$ cat config.mk
export PLATFORM = sky130hd
export DESIGN_NAME = t03_nes_controller_responder_flat
export DESIGN_NICKNAME = d
export VERILOG_FILES = /design/src/rtl/t03_nes_pkg.sv /design/src/rtl/t03_nes_controller_responder_if.sv /design/src/rtl/t03_nes_edge_sync.sv /design/src/rtl/t03_nes_controller_responder.sv /design/src/flat_wrapper.sv
export SDC_FILE = /design/constraint.sdc
export NUM_CORES = 1
export LEC_CHECK = 0
export ABC_AREA = 1
export CAP_MARGIN = 20
export CELL_PAD_IN_SITES_DETAIL_PLACEMENT = 2
export CELL_PAD_IN_SITES_GLOBAL_PLACEMENT = 2
export CORE_UTILIZATION = 31
export CTS_CLUSTER_DIAMETER = 80
export CTS_CLUSTER_SIZE = 16
export DETAILED_ROUTE_END_ITERATION = 6
export PLACE_DENSITY = 0.83
export SLEW_MARGIN = 0
export SYNTH_ARGS = -nofsm -noshare
export SYNTH_HDL_FRONTEND = slang
export SYNTH_SLANG_ARGS = --single-unit
$ cat constraint.sdc
create_clock -name clk -period 2.45 [get_ports clk]
set_clock_uncertainty 0.15 [all_clocks]
set_input_delay 0.49 -clock clk [delete_from_list [all_inputs] [get_ports clk]]
set_output_delay 0.49 -clock clk [all_outputs]
set_load 0.1 [all_outputs]
$ cat src/rtl/t03_nes_pkg.sv
// Shared definitions for the NES controller link: state encoding, button
// bit positions inside the 8-bit button vector, and the frame length.
// Used by both the reader (host) side and the responder (device) side.
package t03_nes_pkg;

    typedef enum logic [1:0] {
        IDLE  = 2'd0,
        LOAD  = 2'd1,
        SHIFT = 2'd2,
        DONE  = 2'd3
    } nes_state_t;

    // Bit positions in the active-high button vector; A is shifted out first.
    localparam int BTN_A      = 7;
    localparam int BTN_B      = 6;
    localparam int BTN_SELECT = 5;
    localparam int BTN_START  = 4;
    localparam int BTN_UP     = 3;
    localparam int BTN_DOWN   = 2;
    localparam int BTN_LEFT   = 1;
    localparam int BTN_RIGHT  = 0;

    localparam int NES_FRAME_BITS = 8;

endpackage

$ cat src/rtl/t03_nes_controller_responder_if.sv
// The three-wire NES controller link.
//   latch : host -> controller, active-high parallel-load request
//   pulse : host -> controller, shift clock, active on rising edge
//   data  : controller -> host, serial button data, active-low
// master = host/reader side, slave = controller/responder side.
interface t03_nes_controller_responder_if;
    logic latch;
    logic pulse;
    logic data;

    modport master (output latch, output pulse, input data);
    modport slave  (input latch, input pulse, output data);
endinterface

$ cat src/rtl/t03_nes_edge_sync.sv
// Multi-flop synchronizer for one asynchronous input, with rise/fall
// detection on the synchronized value.
//   clk, rst : system clock, synchronous active-high reset
//   din      : asynchronous input pin
//   level    : synchronized value
//   rise     : one-cycle strobe on a synchronized 0->1 transition
//   fall     : one-cycle strobe on a synchronized 1->0 transition
// rise/fall are decoded from flops only, so nothing from din reaches them
// combinationally.
module t03_nes_edge_sync #(
    parameter int STAGES = 2
) (
    input  logic clk,
    input  logic rst,
    input  logic din,
    output logic level,
    output logic rise,
    output logic fall
);

    logic [STAGES-1:0] sync_q;
    logic              prev_q;

    always_ff @(posedge clk) begin
        if (rst) begin
            sync_q <= '0;
            prev_q <= 1'b0;
        end else begin
            sync_q <= {sync_q[STAGES-2:0], din};
            prev_q <= sync_q[STAGES-1];
        end
    end

    assign level = sync_q[STAGES-1];
    assign rise  = sync_q[STAGES-1] & ~prev_q;
    assign fall  = ~sync_q[STAGES-1] & prev_q;

endmodule

$ cat src/rtl/t03_nes_controller_responder.sv
// Device-side NES controller emulator. Captures the button vector while the
// host holds latch high and shifts it out active-low on data, one bit per
// pulse rising edge, A first.
//   clk, rst   : system clock, synchronous active-high reset
//   buttons    : live button state, active-high (bit 7 = A ... bit 0 = Right)
//   link       : latch/pulse in, data out (slave side of the NES link)
//   busy       : high from latch capture until the frame completes
//   bit_index  : bits already advanced past in this frame (0..8)
//   frame_done : one-cycle strobe when the 8th pulse edge is consumed
module t03_nes_controller_responder
    import t03_nes_pkg::*;
#(
    parameter int SYNC_STAGES = 2,
    parameter int FRAME_BITS  = NES_FRAME_BITS
) (
    input  logic                                clk,
    input  logic                                rst,
    input  logic [7:0]                          buttons,
    t03_nes_controller_responder_if.slave       link,
    output logic                                busy,
    output logic [3:0]                          bit_index,
    output logic                                frame_done
);

    if (SYNC_STAGES < 2) begin : g_bad_sync
        $error("SYNC_STAGES must be at least 2");
    end
    if (FRAME_BITS != NES_FRAME_BITS) begin : g_bad_frame
        $error("FRAME_BITS must be 8 for an NES controller");
    end

    localparam logic [3:0] LAST_BIT = 4'(FRAME_BITS - 1);

    logic latch_level, latch_rise, latch_fall;
    logic pulse_level, pulse_rise, pulse_fall;
    logic unused_pulse;

    t03_nes_edge_sync #(.STAGES(SYNC_STAGES)) u_latch_sync (
        .clk   (clk),
        .rst   (rst),
        .din   (link.latch),
        .level (latch_level),
        .rise  (latch_rise),
        .fall  (latch_fall)
    );

    t03_nes_edge_sync #(.STAGES(SYNC_STAGES)) u_pulse_sync (
        .clk   (clk),
        .rst   (rst),
        .din   (link.pulse),
        .level (pulse_level),
        .rise  (pulse_rise),
        .fall  (pulse_fall)
    );

    // Only the pulse rise matters; the level and fall are unneeded here.
    assign unused_pulse = pulse_level ^ pulse_fall ^ latch_level;

    nes_state_t state;
    logic [7:0] shadow;
    logic       data_q;

    // data_q is loaded with the inverted MSB of the value shadow is about to
    // take, so a synchronized edge reaches the pin one cycle earlier than a
    // separate output flop after shadow would allow. A latch rise takes
    // priority over everything, including a simultaneous pulse rise.
    always_ff @(posedge clk) begin
        if (rst) begin
            state      <= IDLE;
            shadow     <= 8'h00;
            data_q     <= 1'b1;
            busy       <= 1'b0;
            bit_index  <= 4'd0;
            frame_done <= 1'b0;
        end else begin
            frame_done <= 1'b0;
            if (latch_rise) begin
                state     <= LOAD;
                shadow    <= buttons;
                data_q    <= ~buttons[BTN_A];
                busy      <= 1'b1;
                bit_index <= 4'd0;
            end else begin
                case (state)
                    IDLE: begin
                        busy <= 1'b0;
                    end
                    LOAD: begin
                        // Transparent like a 4021 in parallel mode until the
                        // latch falls; the fall cycle itself does not load.
                        if (latch_fall) begin
                            state <= SHIFT;
                        end else begin
                            shadow <= buttons;
                            data_q <= ~buttons[BTN_A];
                        end
                    end
                    SHIFT: begin
                        if (pulse_rise) begin
                            shadow    <= {shadow[6:0], 1'b0};
                            data_q    <= ~shadow[6];
                            bit_index <= bit_index + 4'd1;
                            if (bit_index == LAST_BIT) begin
                                state      <= DONE;
                                frame_done <= 1'b1;
                            end
                        end
                    end
                    DONE: begin
                        busy <= 1'b0;
                    end
                    default: begin
                        state <= IDLE;
                    end
                endcase
            end
        end
    end

    assign link.data = data_q;

endmodule

$ cat src/flat_wrapper.sv
// flat-port wrapper written by rule: the top's interface ports become plain ports
module t03_nes_controller_responder_flat import t03_nes_pkg::*;
#(
    parameter int SYNC_STAGES = 2,
    parameter int FRAME_BITS  = NES_FRAME_BITS
)
  (clk, rst, buttons, busy, bit_index, frame_done, link_latch, link_pulse, link_data);
  t03_nes_controller_responder_if link_i ();
  input  logic clk;
  input  logic rst;
  input  logic [7:0] buttons;
  output logic busy;
  output logic [3:0] bit_index;
  output logic frame_done;
  input wire logic [$bits(link_i.latch)-1:0] link_latch;
  input wire logic [$bits(link_i.pulse)-1:0] link_pulse;
  output wire logic [$bits(link_i.data)-1:0] link_data;
  assign link_i.latch = link_latch;
  assign link_i.pulse = link_pulse;
  assign link_data = link_i.data;
  t03_nes_controller_responder #(.SYNC_STAGES(SYNC_STAGES), .FRAME_BITS(FRAME_BITS)) u_core (.clk(clk), .rst(rst), .buttons(buttons), .link(link_i), .busy(busy), .bit_index(bit_index), .frame_done(frame_done));
endmodule
Yosys cells after proc, flatten, opt, wreduce, memory -nomap -nowiden
Index checks and enable logic that the tools add are counted.

cells by class
  $add $sub $neg = 1
  equal/unequal tests = 11
  multiplexer cells = 16
  bitwise operators = 10
  reductions and logical operators = 11

operators with widths
  operator                                                                  number
  7-bit 2-to-1 mux                                                          3
  7-bit case mux with 2 select lines                                        1
  3-bit by 1-bit inequality test with 1-bit output (second input constant)  3
  4-bit AND reduction                                                       2
  1-bit 2-to-1 mux                                                          7
  1-bit NOT                                                                 7
  2-bit 2-to-1 mux                                                          3
  2-bit by 1-bit inequality test with 1-bit output (second input constant)  3
  4-bit by 1-bit adder with 4-bit output (second input constant)            1
  2-bit == test (second input constant)                                     2
  4-bit by 3-bit == test with 1-bit output (second input constant)          1
  2-bit case mux with 2 select lines                                        1
  2-bit nonzero test                                                        2
  2-bit OR reduction                                                        2
  4-bit OR reduction                                                        1
  1-bit bitwise AND                                                         3
  3-bit by 2-bit inequality test with 1-bit output (second input constant)  1
  3-bit AND reduction                                                       1
  3-bit nonzero test                                                        1
  2-bit by 1-bit == test with 1-bit output (second input constant)          1
  2-bit logical NOT                                                         1
  1-bit case mux with 2 select lines                                        1
  2-bit AND reduction                                                       1

storage, ports and cells
  bits in registers = 22
  output and inout bits = 7

Depth between registers and ports, before layout
  word-level depth = 5
  depth in mapped cells = 9
  mapped depth without buffers = 9

Cells and area by module
A second synthesis with hierarchy kept.

second synthesis, totals
  cell total of the unflattened synthesis = 134
  area total of the unflattened synthesis = 953.4 um^2

by module, submodules not included
  module                        times used  cells each  area each (um^2)  seq. area each (um^2)
  t03_nes_controller_responder  1           110         765.7             320.3
  t03_nes_edge_sync             2           12          93.8              60.1

Worst setup path after synthesis
OpenSTA, ideal clock, no wires.

  path type = reg2reg
  from = reg u_core.bit_index[1]
  to = reg u_core.state[0]
  setup time = 0.135 ns
  data arrival time = 1.694 ns
  data required time = 2.165 ns
  path slack = 0.471 ns
  stages on the path, launching flop included = 7
  period minus slack after synthesis = 1.979 ns
  path through = dfxtp_1 ha_1 nand3_1 nand3_1 nand3_1 nand2_1 a21oi_1

between the ends
  cells in the longest elaborated chain, start to end = 3

ends and longest elaborated chain
  what                                                        RTL line                             text
  start, declared                                             t03_nes_controller_responder.sv:21   output logic [3:0] bit_index,
  start signal, assigned                                      t03_nes_controller_responder.sv:102  bit_index <= bit_index + 4'd1;
  4-bit by 3-bit == test with 1-bit output                    t03_nes_controller_responder.sv:103  if (bit_index == LAST_BIT) begin
  3-bit by 1-bit inequality test with 1-bit output (no line)  n/a
  4-bit AND reduction (no line)                               n/a
  end signal, assigned                                        t03_nes_controller_responder.sv:92   state <= SHIFT;
  end signal, assigned                                        t03_nes_controller_responder.sv:104  state <= DONE;
  end signal, assigned                                        t03_nes_controller_responder.sv:113  state <= IDLE;
  end, declared                                               t03_nes_controller_responder.sv:59   nes_state_t state;

No other way between the ends.
A chain may end at the register's enable or synchronous reset.

Worst setup path after layout
  from = reg u_core.state[0]
  to = reg u_core.bit_index[3]

between the ends
  cells in the longest elaborated chain, start to end = 2

ends and longest elaborated chain
  what                           RTL line                            text
  start signal, assigned         t03_nes_controller_responder.sv:69  state <= IDLE;
  start signal, assigned         t03_nes_controller_responder.sv:78  state <= LOAD;
  start signal, assigned         t03_nes_controller_responder.sv:92
  2-bit == test                  t03_nes_controller_responder.sv:84  case (state)
  2-bit AND reduction (no line)  n/a

No other way between the ends.

==> metrics.md <==
| Metric | Value |
|---|---|
| Sequential Area | `440.4 um2` |
| Worst setup SP type | `flip-flop` |
| Pwr Density | `666.5 nW/um2` |
| Worst path required time | `2510 ps` |
| Area of the multi-input gates | `516.7 um2` |
| Worst slew pin tran | `335.3 ps` |
| Endpoints failing hold | `0` |
| # IOs | `19` |
| Max-slew headroom | `77.65%` |
| Post-CTS Setup Bufs | `0` |
| Hold Slack | `268.3 ps` |
| Arrival time worst endpoint | `1760 ps` |
| Congestion Overflow GR | `0` |
| Critical path peak fanout | `8` |
| Largest net degree at the start of global routing | `13` |
| Setup CP Type | `flip-flop to flip-flop` |
| First-pass GRT wire length | `4471 um` |
| Area delta synth->final | `24.02%` |
| Worst skew pair latency | `310 ps` |
| Post-route DRC violation count | `0` |
| Unrepaired setup endpoints after global routing | `no` |
| Routability cong. | `0.7080` |
| WHS Endpoint | `u_core.u_pulse_sync.sync_q[1]` |
| Mapped Avg Cell Area | `7.570 um2` |
| Vias | `962` |
| Mapped Nets | `155` |
| Synthesized area | `1052 um2` |
| CTS Buf Count | `3` |
| Final setup TNS | `0 ps` |
| VDD IR max | `0.1907 mV` |
| Max-slew violations | `0` |
| Number of routed nets with antenna violations | `0` |
| Total clock sinks | `22` |
| H-tree levels | `1` |
| Max Freq | `587.3 MHz` |
| Sequential share of the synthesized area | `41.85%` |
| Critical hold path startpoint | `u_core.u_pulse_sync.sync_q[0]` |
| Cell count of the worst reg-to-reg path | `7` |
| R2r startpoint | `u_core.state[0]` |
| CP endpoint kind | `flip-flop` |
| Crit share post-route | `69.50%` |
| Outcome | `complete, no violations` |
| Fin nets | `177` |
| Clk pin slew, worst setup/hold paths | `120 ps` |
| Commonest non-fill, non-tap cells in the layout | `nand2_1, dfxtp_1, inv_1` |
| Core ar. | `3128 um2` |
| Chip Height | `60.26 um` |
| Final setup fails | `0` |
| Total GRT Usage | `16.88%` |
| DPL Wire Length | `2141 um` |
| Pre-antenna DRT Iters | `4` |
| Post_cts resized | `0` |
| Chip width | `60.26 um` |
| Initial antenna violation count | `0` |
| Worst r2r dst | `u_core.bit_index[3]` |
| P_leak | `0.0005274 uW` |
| CTS Buffer Depth | `2` |
| WL final | `2629 um` |
| Vias per inst | `4.716` |
| Cells after Synth | `139` |
| CTS Root Cell | `clkbuf_4` |
| Max Cap Violations | `0` |
| I/O Buffers | `18` |
| Ant diodes | `0` |
| CTS Hold Buffers Added | `0` |
| Row cnt | `20` |
| Yosys warning count | `0` |
| Starting Density | `33.64%` |
| Reg2Reg Setup Slack | `750 ps` |
| Die area | `3631 um2` |
| Initial DRC Count | `16` |
| Seq cells post-synth | `22` |
| Layout cells sized above 1 | `20.00%` |
| Cell variety after synth | `22` |
| Fillers | `380` |
| Routed WL per cell | `12.89 um` |
| Most common cell after layout, fill and taps aside | `nand2_1` |
| CTS tree | `done` |
| Crit path time final | `1703 ps` |
| Hold path cells | `2` |
| Hold WC Path Type | `flip-flop to flip-flop` |
| Vias in the first global route | `1081` |
-- state kept, by name (all words and copies together) (netlist names), 2 cells and up --
signal and count:
u_core.shadow 7, u_core.bit_index 4, u_core.state 2, u_core.u_latch_sync.sync_q 2
u_core.u_pulse_sync.sync_q 2
-- Yosys cell counts (all sizes together) --
library cell,number,share of area [%]
a21oi,13,8.0
nand4,1,0.59
nor2,11,4.2
nor3b,1,1.2
o21ai,8,3.8
o2111ai,1,0.83
inv,23,8.2
nor3,2,0.95
dfxtp,22,42
buf,2,0.83
nand3,13,7.1
nand2,38,18
ha,4,4.8
-- cell type report --
| type | instances | share of cell area, % |
|---|---|---|
| Inverter | 23 | 6.616 |
| Sequential cell | 22 | 33.75 |
| Timing Repair Buffer | 19 | 13.04 |
| Tap cell | 44 | 4.219 |
| Multi-Input combinational cell | 92 | 39.60 |
| Clock buffer | 4 | 2.780 |
-- where the power goes --
part           internal [uW]  switching [uW]  leakage (uW)
Combinational           88.0             170      0.000327
Clock                   90.7             113     0.0000210
Sequential               390            18.5      0.000179
-- metal layers --
layer	GRT usage (%)	wire, um	vias to the layer above
met5	0	0	-
met4	6.977	19	0
met3	2.597	73	2
met2	35.32	1507	17
met1	15.45	1028	461
li1	-	-	482
-- critical path, cell delays in order (launching register included) --
cell,delay (ps)
dfxtp_1,350
inv_1,90
ha_1,360
nand3_2,220
nor2_1,140
nand3_1,110
o21ai_1,130
a21oi_1,60
-- cells by family (layout without fill, tap and decap cells) --
group	count (synthesis)	in the layout	share of synthesized area [%]
and+or+nand+nor	66	66	31.75
buffers and inverters	25	46	9.036
AOI/OAI and AO/OA	22	22	12.60
DFF	22	22	41.85
adders and majority gates	4	4	4.756
-- worst max path at each step --
stage                        start             endpoint  slack [ps]  cells past startpoint
2_1_floorplan  u_core.bit_index[1]      u_core.state[0]         470                      6
3_3_place_gp                   rst  u_core.bit_index[2]         720                      4
3_5_place_dp                   rst  u_core.bit_index[2]         650                      4
4_1_cts            u_core.state[0]  u_core.bit_index[3]         720                      7
5_1_grt            u_core.state[0]  u_core.bit_index[3]         620                      7
6_report           u_core.state[0]  u_core.bit_index[3]         750                      7
-- stage by stage --
stage / power [uW] / utilization (%) / instances / setup WS (ps) / area, um2
after detailed placement: 680.5 / 40.56 / 200 / 645.5 / 1269
final: 869.8 / 41.72 / 204 / 747.2 / 1305
after global placement: 668.3 / 40.56 / 200 / 718.9 / 1269
after global routing: 926.5 / 41.72 / 204 / 616.7 / 1305
after CTS: 892.0 / 41.72 / 204 / 717.7 / 1305
after floorplan: 603.7 / - / 139 / 471.1 / 1052
(Power assumes the default switching activity.)
